File: config.mk
export PLATFORM = sky130hd
export DESIGN_NAME = keypad_scanner_flat
export DESIGN_NICKNAME = d
export VERILOG_FILES = /design/src/rtl/keypad_scanner_pkg.sv /design/src/rtl/keypad_scanner_if.sv /design/src/rtl/keypad_scanner_col_sync.sv /design/src/rtl/keypad_scanner.sv /design/src/flat_wrapper.sv
export SDC_FILE = /design/constraint.sdc
export NUM_CORES = 1
export LEC_CHECK = 0
export ABC_CLOCK_PERIOD_IN_PS = 3500
export BUFFER_PORTS_ARGS = -buffer_cell sky130_fd_sc_hd__buf_2
export CAP_MARGIN = 10
export CORE_MARGIN = 10
export CORE_UTILIZATION = 40
export DETAILED_ROUTE_END_ITERATION = 8
export PLACE_DENSITY = 0.61
export SETUP_SLACK_MARGIN = 0.3
export SLEW_MARGIN = 15
export SYNTH_ARGS = -nofsm -noshare
export SYNTH_HDL_FRONTEND = slang
export SYNTH_SLANG_ARGS = --single-unit
export TNS_END_PERCENT = 100
File: constraint.sdc
create_clock -name clk -period 3.5 [get_ports clk]
set_clock_uncertainty 0.15 [all_clocks]
set_input_delay 0.175 -clock clk [delete_from_list [all_inputs] [get_ports clk]]
set_output_delay 0.175 -clock clk [all_outputs]
set_load 0.02 [all_outputs]
File: src/rtl/keypad_scanner_pkg.sv
// keypad_pkg: shared types and constants for the keypad matrix scanner.
//   state_e  - scan FSM states
//   key_w()  - width of a key index for a ROWS x COLS matrix
//   RST_*    - reset values of the scalar FSM outputs
package keypad_pkg;

  typedef enum logic [2:0] {
    ST_IDLE   = 3'd0,
    ST_DRIVE  = 3'd1,
    ST_SAMPLE = 3'd2,
    ST_EMIT   = 3'd3,
    ST_NEXT   = 3'd4
  } state_e;

  localparam state_e RST_STATE     = ST_IDLE;
  localparam logic   RST_EVT_VALID = 1'b0;
  localparam logic   RST_EVT_PRESS = 1'b0;

  // Width of a key index; never narrower than one bit.
  function automatic int key_w(input int rows, input int cols);
    int n;
    n = rows * cols;
    return (n > 1) ? $clog2(n) : 1;
  endfunction

endpackage

File: src/rtl/keypad_scanner_if.sv
// keypad_evt_if: press/release event channel with valid/ready handshake.
//   valid - event available (producer)
//   ready - consumer accepts when valid & ready
//   key   - key index = row*COLS + col
//   press - 1 = press, 0 = release
interface keypad_evt_if #(parameter int KEY_W = 4);

  logic             valid;
  logic             ready;
  logic [KEY_W-1:0] key;
  logic             press;

  modport master (output valid, output key, output press, input ready);
  modport slave  (input valid, input key, input press, output ready);

endinterface

File: src/rtl/keypad_scanner_col_sync.sv
// col_sync: W-bit two-flop synchronizer for the asynchronous column inputs.
//   clk, rst - clock, asynchronous active-high reset (flops reset to all ones,
//              i.e. "no key pressed" for active-low columns)
//   d        - asynchronous input
//   q        - synchronized output
module col_sync #(
  parameter int W = 4
) (
  input  logic         clk,
  input  logic         rst,
  input  logic [W-1:0] d,
  output logic [W-1:0] q
);

  logic [W-1:0] meta_q;
  logic [W-1:0] meta_d;
  logic [W-1:0] sync_q;
  logic [W-1:0] sync_d;

  // Next values of the two synchronizer stages.
  always_comb begin
    meta_d = d;
    sync_d = meta_q;
  end

  // Synchronizer flops.
  always_ff @(posedge clk or posedge rst) begin
    if (rst) begin
      meta_q <= '1;
      sync_q <= '1;
    end else begin
      meta_q <= meta_d;
      sync_q <= sync_d;
    end
  end

  assign q = sync_q;

endmodule

File: src/rtl/keypad_scanner.sv
// keypad_scanner: scans a ROWS x COLS key matrix one row at a time, debounces
// each row over DEB_SCANS identical frames and reports every key change as a
// press/release event.
//   clk, rst - clock, asynchronous active-high reset
//   scan_en  - 1 = scan continuously, 0 = park after the current row
//   row_n    - active-low one-hot row drive (all ones when parked)
//   col_n    - asynchronous active-low column sense
//   evt      - event channel (master side)
//   keys     - debounced key map, bit row*COLS+col = 1 when pressed
module keypad_scanner
  import keypad_pkg::*;
#(
  parameter int ROWS        = 4,
  parameter int COLS        = 4,
  parameter int SETTLE_BITS = 4,
  parameter int DEB_SCANS   = 3
) (
  input  logic                 clk,
  input  logic                 rst,
  input  logic                 scan_en,
  output logic [ROWS-1:0]      row_n,
  input  logic [COLS-1:0]      col_n,
  keypad_evt_if.master         evt,
  output logic [ROWS*COLS-1:0] keys
);

  localparam int KEY_W = key_w(ROWS, COLS);
  localparam int PTR_W = (ROWS > 1) ? $clog2(ROWS) : 1;
  localparam int COL_W = (COLS > 1) ? $clog2(COLS) : 1;
  localparam int CNT_W = (DEB_SCANS > 1) ? $clog2(DEB_SCANS) : 1;
  localparam logic [CNT_W-1:0]       CNT_MAX    = CNT_W'(DEB_SCANS - 1);
  localparam logic [SETTLE_BITS-1:0] SETTLE_MAX = {SETTLE_BITS{1'b1}};

  state_e                 state_q, state_d;
  logic [PTR_W-1:0]       ptr_q, ptr_d;
  logic [SETTLE_BITS-1:0] settle_q, settle_d;
  logic [COLS-1:0]        cand_q [ROWS];
  logic [COLS-1:0]        cand_d [ROWS];
  logic [CNT_W-1:0]       cnt_q  [ROWS];
  logic [CNT_W-1:0]       cnt_d  [ROWS];
  logic [ROWS*COLS-1:0]   keys_q, keys_d;
  logic [ROWS-1:0]        row_n_q, row_n_d;
  logic                   evt_valid_q, evt_valid_d;
  logic [KEY_W-1:0]       evt_key_q, evt_key_d;
  logic                   evt_press_q, evt_press_d;

  logic [COLS-1:0]  col_sync_s;
  logic [COLS-1:0]  sample_s;
  logic [COLS-1:0]  cand_row_s;
  logic [CNT_W-1:0] cnt_row_s;
  logic [CNT_W-1:0] cnt_upd_s;
  logic [COLS-1:0]  keys_row_s;
  logic [COLS-1:0]  diff_s;
  logic [COL_W-1:0] col_idx_s;
  logic [KEY_W-1:0] key_idx_s;
  logic [PTR_W-1:0] next_ptr_s;
  logic [ROWS-1:0]  cur_row_n_s;
  logic [ROWS-1:0]  nxt_row_n_s;
  logic [ROWS-1:0]  adv_row_n_s;
  state_e           adv_state_s;
  logic             stable_s;

  col_sync #(.W(COLS)) u_col_sync (
    .clk (clk),
    .rst (rst),
    .d   (col_n),
    .q   (col_sync_s)
  );

  // Views of the current row: sample, candidate, count, accepted keys, row drives.
  always_comb begin
    sample_s    = ~col_sync_s;
    cand_row_s  = cand_q[ptr_q];
    cnt_row_s   = cnt_q[ptr_q];
    next_ptr_s  = (ptr_q == PTR_W'(ROWS - 1)) ? '0 : ptr_q + PTR_W'(1);
    keys_row_s  = '0;
    cur_row_n_s = '1;
    nxt_row_n_s = '1;
    for (int r = 0; r < ROWS; r++) begin
      keys_row_s     = keys_row_s | ((PTR_W'(r) == ptr_q) ? keys_q[r*COLS +: COLS] : '0);
      cur_row_n_s[r] = (PTR_W'(r) != ptr_q);
      nxt_row_n_s[r] = (PTR_W'(r) != next_ptr_s);
    end
    adv_state_s = scan_en ? ST_DRIVE : ST_IDLE;
    adv_row_n_s = scan_en ? nxt_row_n_s : '1;
  end

  // Debounce update: count identical samples, restart on any difference.
  always_comb begin
    cnt_upd_s = (sample_s != cand_row_s) ? '0 :
                (cnt_row_s == CNT_MAX)   ? CNT_MAX : cnt_row_s + CNT_W'(1);
    stable_s  = (cnt_upd_s == CNT_MAX);
  end

  // Lowest differing column of the accepted candidate and its key index.
  always_comb begin
    diff_s    = cand_row_s ^ keys_row_s;
    col_idx_s = '0;
    for (int c = COLS - 1; c >= 0; c--) begin
      col_idx_s = diff_s[c] ? COL_W'(c) : col_idx_s;
    end
    key_idx_s = KEY_W'(ptr_q) * KEY_W'(COLS) + KEY_W'(col_idx_s);
  end

  // Scan FSM next-state logic. SAMPLE advances straight to the next row when
  // there is nothing to report so the row period stays 2**SETTLE_BITS+1.
  always_comb begin
    state_d     = state_q;
    ptr_d       = ptr_q;
    settle_d    = settle_q;
    cand_d      = cand_q;
    cnt_d       = cnt_q;
    keys_d      = keys_q;
    row_n_d     = row_n_q;
    evt_valid_d = evt_valid_q;
    evt_key_d   = evt_key_q;
    evt_press_d = evt_press_q;
    case (state_q)
      ST_IDLE: begin
        if (scan_en) begin
          state_d  = ST_DRIVE;
          settle_d = '0;
          row_n_d  = cur_row_n_s;
        end else begin
          row_n_d  = '1;
        end
      end
      ST_DRIVE: begin
        if (settle_q == SETTLE_MAX) begin
          state_d  = ST_SAMPLE;
        end else begin
          settle_d = settle_q + SETTLE_BITS'(1);
        end
      end
      ST_SAMPLE: begin
        cand_d[ptr_q] = sample_s;
        cnt_d[ptr_q]  = cnt_upd_s;
        if (stable_s && (sample_s != keys_row_s)) begin
          state_d  = ST_EMIT;
        end else begin
          ptr_d    = next_ptr_s;
          state_d  = adv_state_s;
          settle_d = '0;
          row_n_d  = adv_row_n_s;
        end
      end
      ST_EMIT: begin
        // Load on a free slot or in the handshake cycle (back-to-back).
        if (!evt_valid_q || evt.ready) begin
          if (|diff_s) begin
            evt_valid_d       = 1'b1;
            evt_key_d         = key_idx_s;
            evt_press_d       = cand_row_s[col_idx_s];
            keys_d[key_idx_s] = cand_row_s[col_idx_s];
          end else begin
            evt_valid_d       = 1'b0;
            state_d           = ST_NEXT;
          end
        end else begin
          evt_valid_d = evt_valid_q;
        end
      end
      ST_NEXT: begin
        ptr_d    = next_ptr_s;
        state_d  = adv_state_s;
        settle_d = '0;
        row_n_d  = adv_row_n_s;
      end
      default: begin
        state_d     = ST_IDLE;
        row_n_d     = '1;
        evt_valid_d = 1'b0;
      end
    endcase
  end

  // State and output registers.
  always_ff @(posedge clk or posedge rst) begin
    if (rst) begin
      state_q     <= RST_STATE;
      ptr_q       <= '0;
      settle_q    <= '0;
      keys_q      <= '0;
      row_n_q     <= '1;
      evt_valid_q <= RST_EVT_VALID;
      evt_key_q   <= '0;
      evt_press_q <= RST_EVT_PRESS;
      for (int r = 0; r < ROWS; r++) begin
        cand_q[r] <= '0;
        cnt_q[r]  <= '0;
      end
    end else begin
      state_q     <= state_d;
      ptr_q       <= ptr_d;
      settle_q    <= settle_d;
      keys_q      <= keys_d;
      row_n_q     <= row_n_d;
      evt_valid_q <= evt_valid_d;
      evt_key_q   <= evt_key_d;
      evt_press_q <= evt_press_d;
      cand_q      <= cand_d;
      cnt_q       <= cnt_d;
    end
  end

  assign row_n     = row_n_q;
  assign keys      = keys_q;
  assign evt.valid = evt_valid_q;
  assign evt.key   = evt_key_q;
  assign evt.press = evt_press_q;

endmodule

File: src/flat_wrapper.sv
// flat-port wrapper written by rule: the top's interface ports become plain ports
module keypad_scanner_flat import keypad_pkg::*;
#(
  parameter int ROWS        = 4,
  parameter int COLS        = 4,
  parameter int SETTLE_BITS = 4,
  parameter int DEB_SCANS   = 3
)
  (clk, rst, scan_en, row_n, col_n, keys, evt_valid, evt_key, evt_press, evt_ready);
  keypad_evt_if #(.KEY_W(4)) evt_i ();
  input  logic clk;
  input  logic rst;
  input  logic scan_en;
  output logic [ROWS-1:0] row_n;
  input  logic [COLS-1:0] col_n;
  output logic [ROWS*COLS-1:0] keys;
  output wire logic [$bits(evt_i.valid)-1:0] evt_valid;
  output wire logic [$bits(evt_i.key)-1:0] evt_key;
  output wire logic [$bits(evt_i.press)-1:0] evt_press;
  input wire logic [$bits(evt_i.ready)-1:0] evt_ready;
  assign evt_valid = evt_i.valid;
  assign evt_key = evt_i.key;
  assign evt_press = evt_i.press;
  assign evt_i.ready = evt_ready;
  keypad_scanner #(.ROWS(ROWS), .COLS(COLS), .SETTLE_BITS(SETTLE_BITS), .DEB_SCANS(DEB_SCANS)) u_core (.clk(clk), .rst(rst), .scan_en(scan_en), .row_n(row_n), .col_n(col_n), .evt(evt_i), .keys(keys));
endmodule
==> impl_metrics.json, run 1 <==
{
  "status": "finished, final reports clean",
  "cts.path.max_buffers": 2,
  "dr_total_vias": 2728,
  "fin_crit_sh_pct": 87.94,
  "start_util_pct": 41.10,
  "finalMaxSlewViolations": 0,
  "antenna_found_initial": 0,
  "final_cell_mix": "53 x dfrtp_1, 51 x nand2_1, 35 x o21ai_0",
  "final_common_cell": "dfrtp_1",
  "nets": 396,
  "yosys_register_bits": 67,
  "die_w_um": 114.7,
  "synth.largest_area_cell": "dfrtp_1",
  "num_rows": 34,
  "finalSetupViolCount": 0,
  "holdCritPathClass": "input port to flip-flop",
  "synth_top_area_share_pct": 38.39,
  "ir_drop_v": 0.0003308,
  "final_core_util_pct": 47.82,
  "crit_required_ns": 3.60,
  "grt_pass1_wl_um": 14330,
  "hold_viol_final": 0,
  "diodes": 0,
  "crit_chain": "buf_4, mux4_2, or3_4, o2bb2ai_1, o41a_1, xnor2_1, a2111oi_2",
  "synth_cell_types": 69,
  "avgSynthCellArea_sq_um": 10.61,
  "gp_congestion": 0.8180,
  "synth_fp_nets": 352,
  "power_leakage_nw": 1.869,
  "grt_max_degree": 49,
  "htree_levels": 3,
  "critPathLaunchType": "flip-flop",
  "syn_inst": 338,
  "powerDensity_nw_per_um2": 590.0,
  "synth_area_leaders": "dfrtp_1 38%, dfstp_2 8.8%, nand2_1 5.3%",
  "wl_per_cell_um": 17.13,
  "cp_max_fo": 8,
  "io_pins": 34,
  "path_class": "flip-flop to flip-flop",
  "numCtsBuffers": 9,
  "layout_min_cycle_time_ns": 3.078,
  "drc": 0,
  "clk-insertion-delay-late_ns": 0.35,
  "cts_sinks": 67,
  "critPathMaxStageDelay_ns": 0.58,
  "tightest_slew_ns": 1.019,
  "wl_um": 8481,
  "crit_path_end_kind": "flip-flop",
  "postCtsSetupBuffers": 0,
  "core_area_sq_um": 8721,
  "ys.flop_type": "dfrtp_1",
  "drive_gt1_share_pct": 28.42,
  "synth_warnings": 0,
  "dp_hpwl_um": 6170,
  "first_pass_iters": 4,
  "fmax_mhz": 324.9,
  "yosysSeqAreaShare_pct": 47.19,
  "synth_area_sq_um": 3585,
  "synth-edff-count": 0,
  "slew_headroom_pct": 31.93,
  "ys_async_sr_fraction_pct": 100.0,
  "critical_path.slowest_cell": "mux4_2",
  "dieArea_sq_um": 13150,
  "finalSetupTns_ns": 0,
  "cp.arrival_ns": 3.18,
  "die_h_um": 114.7,
  "routed_via_density": 5.511,
  "clk_pin_slew_ns": 0.07,
  "drtAntennaViolNets": 0,
  "drt_iter0_markers": 98,
  "cts_tree": "done",
  "rsz0062_at_grt": "false",
  "overflow": 0,
  "cts_root_buffer": "clkbuf_8",
  "grtUsageTotal_pct": 13.57,
  "grt_pass1_vias": 2745,
  "portBuffers": 33,
  "cap_violations": 0,
  "syn_to_final_growth_pct": 16.34
}
synthesized netlist by cell type (3+ instances only):
cell type   n
nand2b_1    5
mux2i_1     3
o32a_1      4
clkbuf_1    8
ha_1        6
a21oi_1    12
mux2_2     15
nor2_1     14
a22o_1      6
o21ai_0    36
mux4_2      3
xnor2_1     6
inv_1       8
or3_1       5
buf_2       6
nand2_1    51
dfrtp_1    55
mux4_1      3
mux2_1      5
a22oi_1     4
nand3_1    10
dfstp_2    12
and3_1      4
nor3_1      3
o211ai_1    3
o22a_1      3
where the power goes:
part / leakage [nW] / internal [mW] / switching [mW] / total [mW]
registers: 0.874 / 0.871 / 0.0905 / 0.962
clock network: 0.111 / 0.442 / 0.303 / 0.744
logic: 0.884 / 0.317 / 0.437 / 0.755
routing by layer:
layer  global-route usage [%]  part of all wire, %  vias up
li1                         -                    -     1311
met5                        0                    0        -
met2                    21.14                   47       48
met4                    5.013                  1.0        0
met3                    3.407                  5.1        7
met1                    17.74                   47     1362
sequential cells by signal, indices dropped and copies added, names as in the netlist, 2 cells and up:
register,cells
u_core.ptr_q,2
u_core.cand_q,16
u_core.cnt_q,8
u_core.u_col_sync.q,4
u_core.keys,16
u_core.settle_q,4
u_core.u_col_sync.meta_q,4
u_core.evt.key,4
u_core.row_n,4
u_core.state_q,3
worst max-delay path, delay by kind of cell, from the launching register on:
family                 cells  cell delay [ns]
AO/OA/AOI/OAI              3             1.01
XOR/XNOR                   1             0.15
flip-flops                 1             0.43
AND/OR/NAND/NOR            1             0.44
multiplexers               1             0.58
buffers and inverters      1             0.21
through the flow:
step	hold WS (ns)	cells	worst slack, ns	total power [mW]	instance area (sq um)
6_report	0.1341	495	0.4219	2.461	4170
5_1_grt	0.1902	495	0.3069	2.592	4170
4_1_cts	0.1302	495	0.3408	2.473	4165
3_5_place_dp	0.1316	474	0.3542	1.723	3892
3_3_place_gp	0.1314	474	0.4030	1.712	3892
2_1_floorplan	0.02948	338	0.6315	1.515	3585
kinds of logic after synthesis:
| logic type | count (synthesis) | share of synthesized area [%] |
|---|---|---|
| flops | 67 | 47.19 |
| simple gates | 113 | 16.58 |
| fa+ha+maj | 7 | 2.373 |
| xor+xnor | 8 | 2.164 |
| buf+inv | 25 | 3.037 |
| compound gates | 88 | 17.03 |
| mux | 30 | 11.62 |
what timing repair did:
| item | 4_1_cts | 5_1_grt |
|---|---|---|
| endpoints found under the setup margin | 0 | 9 |
| endpoints found under the hold margin | 43 | 0 |
| resized for setup | 0 | 5 |
| hold buffers | 5 | 0 |
final cells by class:
type,instances,area (sq um)
Fill cell,815,4551
Multi-Input combinational cell,246,1787
Sequential cell,67,1694
Timing Repair Buffer,49,297.8
Clock buffer,14,162.7
Tap cell,108,135.1
Clock inverter,2,60.06
Inverter,9,33.78
final timing paths:
kind,depth (start not counted),startpoint,to,slack (ns)
setup / recovery,7,u_core.ptr_q[0],u_core.state_q[0],0.42
hold / removal,3,scan_en,u_core.state_q[0],0.13
setup reg to reg,7,u_core.ptr_q[0],u_core.state_q[0],0.42
hold reg to reg,0,u_core.u_col_sync.meta_q[2],u_core.u_col_sync.q[2],0.21
max in group asynchronous,4,rst,u_core.u_col_sync.meta_q[2],1.83
min in group asynchronous,3,rst,u_core.cand_q[7],0.47
No activity file was read; power rests on OpenSTA's default activity.
==> run 2: changes to the inputs <==
--- a/config.mk
+++ b/config.mk
@@ -6,12 +6,12 @@
 export NUM_CORES = 1
 export LEC_CHECK = 0
 export ABC_CLOCK_PERIOD_IN_PS = 3500
-export BUFFER_PORTS_ARGS = -buffer_cell sky130_fd_sc_hd__buf_2
 export CAP_MARGIN = 10
 export CORE_MARGIN = 10
 export CORE_UTILIZATION = 40
 export DETAILED_ROUTE_END_ITERATION = 8
-export PLACE_DENSITY = 0.61
+export DONT_BUFFER_PORTS = 1
+export PLACE_DENSITY = 0.57
 export SETUP_SLACK_MARGIN = 0.3
 export SLEW_MARGIN = 15
 export SYNTH_ARGS = -nofsm -noshare
==> impl_metrics.json, run 2 (synthesized netlist as in run 1, its figures left out) <==
{
  "wl_per_cell_um": 18.89,
  "numCtsBuffers": 9,
  "core_area_sq_um": 8721,
  "rsz0062_at_grt": "false",
  "grt_pass1_wl_um": 14410,
  "dr_total_vias": 2634,
  "wl_um": 8801,
  "holdPathStages": 2,
  "htree_levels": 3,
  "ir_drop_v": 0.0002744,
  "start_util_pct": 41.10,
  "design_area_sq_um": 4041,
  "cts_sinks": 67,
  "switchingPower_mw": 0.8461,
  "powerDensity_nw_per_um2": 606.1,
  "status": "finished, final reports clean",
  "crit_path_end_kind": "flip-flop",
  "min_to": "u_core.state_q[0]",
  "r2r_end": "u_core.state_q[0]",
  "overflow": 0,
  "tightest_slew_ns": 0.7947,
  "syn_to_final_growth_pct": 12.74,
  "clk-insertion-delay-late_ns": 0.36,
  "drtAntennaViolNets": 0,
  "clk_pin_slew_ns": 0.08,
  "combPwrFrac_pct": 28.3,
  "crit_required_ns": 3.59,
  "die_w_um": 114.7,
  "rr_startpoint": "u_core.ptr_q[0]",
  "cp_num_buf_inv": 1,
  "cp_top_family": "compound AO/OA/AOI/OAI gates",
  "layout_min_cycle_time_ns": 3.036,
  "cts_root_buffer": "clkbuf_8",
  "cp.arrival_ns": 3.13,
  "place_area_sq_um": 3735,
  "p_int_mw": 1.604,
  "hold_viol_final": 0,
  "fmax_mhz": 329.4,
  "die_h_um": 114.7,
  "p_sw_share_pct": 34.54,
  "slew_headroom_pct": 46.94,
  "dp_hpwl_um": 6446,
  "grtUsageTotal_pct": 13.88,
  "finalSetupViolCount": 0,
  "regToRegSetupSlack_ns": 0.46,
  "p_clk_share_pct": 29.9,
  "cp_max_fo": 8,
  "cts.path.max_buffers": 2,
  "critPathLaunchType": "flip-flop",
  "path_class": "flip-flop to flip-flop",
  "cts_tree": "done",
  "finalMaxSlewViolations": 0,
  "final_cell_mix": "53 x dfrtp_1, 51 x nand2_1, 35 x o21ai_0",
  "antenna_found_initial": 0,
  "grt_max_degree": 37,
  "holdCritPathClass": "input port to flip-flop",
  "gp_congestion": 0.8846,
  "dieArea_sq_um": 13150,
  "crit_chain": "buf_4, ha_1, a22o_2, or3_4, o2bb2ai_1, o41a_1, xnor2_1, a2111oi_2",
  "critical_path.slowest_cell": "o41a_1",
  "num_rows": 34,
  "portBuffers": 0,
  "cap_violations": 0,
  "critPathMaxStageDelay_ns": 0.50,
  "first_pass_iters": 4,
  "seq_power_share_pct": 41.8,
  "drive_gt1_share_pct": 23.18,
  "diodes": 0,
  "worstRegToRegCells": 8,
  "drt_iter0_markers": 138,
  "io_pins": 34,
  "grt_pass1_vias": 2679,
  "finalSetupTns_ns": 0,
  "power_leakage_nw": 1.728,
  "routed_via_density": 5.652,
  "min-delay-start": "scan_en",
  "fin_crit_sh_pct": 86.73,
  "nets": 367,
  "final_common_cell": "dfrtp_1",
  "drc": 0
}
## run 2: changes by cell type in the layout (fill, tap and decap cells not counted), sizes merged
cell,delta
buf,-30
clkbuf,-4
clkinv,+2
clkinvlp,+2
dlygate4sd3,+1
## run 2: final cells by class
type                    instances  area, sq um
fillers                       827         4679
multi-input cells             246         1787
flip-flops and latches         67         1694
repair buffers                 20        165.2
clock buffers                  10        137.6
well taps                     108        135.1
clock inverters                 6        88.84
inverters                       9        33.78
## run 2: worst max-delay path by stage
stage	to	cells past startpoint	slack [ns]	start
after floorplan	u_core.state_q[0]	9	0.63	u_core.ptr_q[0]
after global placement	u_core.keys[14]	9	0.45	u_core.ptr_q[0]
after detailed placement	u_core.state_q[0]	8	0.40	u_core.ptr_q[0]
after CTS	u_core.state_q[0]	8	0.36	u_core.ptr_q[0]
after global routing	u_core.state_q[0]	7	0.32	u_core.ptr_q[0]
final	u_core.state_q[0]	8	0.46	u_core.ptr_q[0]
## run 2: power by group through the flow
stage               clock network, mW  registers, mW  logic (mW)
CTS                             0.755           1.02       0.690
detailed placement                  0           1.04       0.682
finish                          0.732           1.02       0.694
global route                    0.779           1.05       0.768
global placement                    0           1.03       0.673
floorplan                           0          0.964       0.551
## run 2: timing repair
item / CTS / global route
hold buffers: 6 / 0
buffers inserted: 0 / 2
setup endpoints to repair: 0 / 15
hold endpoints to repair: 34 / 0
resized for setup: 0 / 5
## run 2: metrics by stage
step	setup WS, ns	util [%]	instances	power, mW	hold WS (ns)
global placement	0.4460	42.83	442	1.706	0.02958
floorplan	0.6315	-	338	1.515	0.02948
finish	0.4644	46.34	466	2.450	0.01162
global route	0.3167	46.34	466	2.593	0.03761
detailed placement	0.3988	42.83	442	1.718	0.02958
CTS	0.3623	46.11	464	2.467	0.007485
## run 2: routing by layer
metal,up-vias,track usage (%),wire length [um]
met3,12,3.826,610
li1,1257,-,-
met2,63,21.48,4194
met4,0,5.430,131
met5,-,0,0
met1,1302,17.93,3864
==> run 3: changes to the inputs <==
--- a/config.mk
+++ b/config.mk
@@ -6,7 +6,7 @@
 export NUM_CORES = 1
 export LEC_CHECK = 0
 export ABC_CLOCK_PERIOD_IN_PS = 3500
-export CAP_MARGIN = 10
+export CAP_MARGIN = 15
 export CORE_MARGIN = 10
 export CORE_UTILIZATION = 40
 export DETAILED_ROUTE_END_ITERATION = 8
==> constraint.sdc (replaced) <==
create_clock -name clk -period 3.5 [get_ports clk]
set_clock_uncertainty 0.15 [all_clocks]
set_input_delay 0.175 -clock clk [delete_from_list [all_inputs] [get_ports clk]]
set_output_delay 0.175 -clock clk [all_outputs]
set_load 0.01 [all_outputs]
==> impl_metrics.json, run 3 (synthesized netlist as in run 1, its figures left out) <==
{
  "status": "finished, final reports clean",
  "final_common_cell": "dfrtp_1",
  "wl_um": 8629,
  "min-delay-start": "scan_en",
  "first_pass_iters": 5,
  "fmax_mhz": 330.9,
  "grt_max_degree": 37,
  "clk_pin_slew_ns": 0.07,
  "dr_total_vias": 2636,
  "dp.cells": 442,
  "crit_chain": "buf_4, mux4_2, or3_4, o2bb2ai_1, o41a_1, xnor2_1, a2111oi_2",
  "io_pins": 34,
  "syn_to_final_growth_pct": 12.22,
  "slew_headroom_pct": 47.40,
  "finalMaxSlewViolations": 0,
  "cp.arrival_ns": 3.12,
  "grt_pass1_wl_um": 14340,
  "holdCritPathClass": "input port to flip-flop",
  "routed_via_density": 5.681,
  "clk-insertion-delay-late_ns": 0.36,
  "met1Wirelength_um": 3793,
  "rr_startpoint": "u_core.ptr_q[0]",
  "fin_cells": 464,
  "antenna_found_initial": 0,
  "grt_pass1_vias": 2663,
  "finalSetupTns_ns": 0,
  "critPathLaunchType": "flip-flop",
  "cp_max_fo": 7,
  "crit_required_ns": 3.60,
  "critPathMaxStageDelay_ns": 0.57,
  "r2r_end": "u_core.state_q[0]",
  "drtAntennaViolNets": 0,
  "portBuffers": 0,
  "overflow": 0,
  "cts_sinks": 67,
  "rsz0062_at_grt": "false",
  "regToRegSetupSlack_ns": 0.48,
  "diodes": 0,
  "drt_iter0_markers": 187,
  "finalSetupViolCount": 0,
  "cts_root_buffer": "clkbuf_8",
  "die_h_um": 114.7,
  "power_leakage_nw": 1.722,
  "path_class": "flip-flop to flip-flop",
  "core_area_sq_um": 8721,
  "nets": 365,
  "gp_congestion": 0.8893,
  "cts.path.max_buffers": 2,
  "met3WireLength_um": 582,
  "routed.top_layer": "met4",
  "hold_viol_final": 0,
  "die_w_um": 114.7,
  "layout_min_cycle_time_ns": 3.022,
  "worstRegToRegCells": 7,
  "ir_drop_v": 0.0003520,
  "cap_violations": 0,
  "dp_slack_ns": 0.4169,
  "fin_crit_sh_pct": 86.36,
  "num_rows": 34,
  "final_cell_mix": "54 x dfrtp_1, 51 x nand2_1, 35 x o21ai_0",
  "min_to": "u_core.row_n[3]",
  "fin_ws_ns": 0.4775,
  "tightest_slew_ns": 0.7878,
  "dieArea_sq_um": 13150,
  "holdPathStages": 2,
  "critical_path.slowest_cell": "mux4_2",
  "start_util_pct": 41.10,
  "dp_hpwl_um": 6306,
  "drive_gt1_share_pct": 21.91,
  "drc": 0,
  "numCtsBuffers": 9,
  "wl_per_cell_um": 18.60,
  "grtUsageTotal_pct": 13.84,
  "htree_levels": 3,
  "routed-wl-met2_um": 4096,
  "crit_path_end_kind": "flip-flop",
  "cts_tree": "done",
  "powerDensity_nw_per_um2": 603.8
}
==> run 3: worst max-delay path, delay by kind of cell (launching register included) <==
kind / cells / cell delay [ns]
AND/OR/NAND/NOR: 1 / 0.44
flip-flops: 1 / 0.42
AO/OA/AOI/OAI: 3 / 1.00
buffers and inverters: 1 / 0.17
XOR/XNOR: 1 / 0.16
multiplexers: 1 / 0.57
==> run 3: routing by layer <==
metal | up-vias | track usage [%]
li1 | 1252 | -
met1 | 1295 | 17.39
met2 | 73 | 21.67
met3 | 16 | 4.350
met4 | 0 | 5.263
met5 | - | 0
==> run 3: final cells by class <==
cell class,instances,area [sq um]
fillers,801,4698
multi-input cells,246,1792
flip-flops and latches,67,1693
repair buffers,18,150.1
clock buffers,12,145.1
well taps,108,135.1
clock inverters,4,73.82
inverters,9,33.78
==> run 3: report_power, final <==
part | switching, mW | internal [mW]
Sequential | 0.138 | 0.870
Combinational | 0.380 | 0.310
Clock | 0.309 | 0.421
==> run 3: worst max path at each step <==
stage                    startpoint                end  slack [ns]  cells past startpoint
floorplan           u_core.ptr_q[0]  u_core.state_q[0]        0.63                      9
global placement    u_core.ptr_q[0]    u_core.keys[14]        0.46                      9
detailed placement  u_core.ptr_q[0]  u_core.state_q[0]        0.42                      8
CTS                 u_core.ptr_q[0]  u_core.state_q[0]        0.39                      8
global route        u_core.ptr_q[0]  u_core.state_q[0]        0.30                      7
finish              u_core.ptr_q[0]  u_core.state_q[0]        0.48                      7
==> run 3: timing repair <==
| item | 4_1_cts | 5_1_grt |
|---|---|---|
| endpoints found under the setup margin | 0 | 10 |
| hold buffers | 6 | 0 |
| buffers inserted | 0 | 0 |
| hold endpoints to repair | 34 | 0 |
| gates resized for setup | 0 | 4 |
==> run 3: per-stage QoR <==
| stage | hold WS [ns] | util [%] | power, mW | cell area [sq um] |
|---|---|---|---|---|
| floorplan | 0.02948 | - | 1.500 | 3585 |
| global placement | 0.02958 | 42.83 | 1.691 | 3735 |
| detailed placement | 0.02958 | 42.83 | 1.698 | 3735 |
| CTS | 0.01014 | 46.03 | 2.434 | 4014 |
| global route | 0.02761 | 46.13 | 2.571 | 4023 |
| finish | 0.02001 | 46.13 | 2.429 | 4023 |
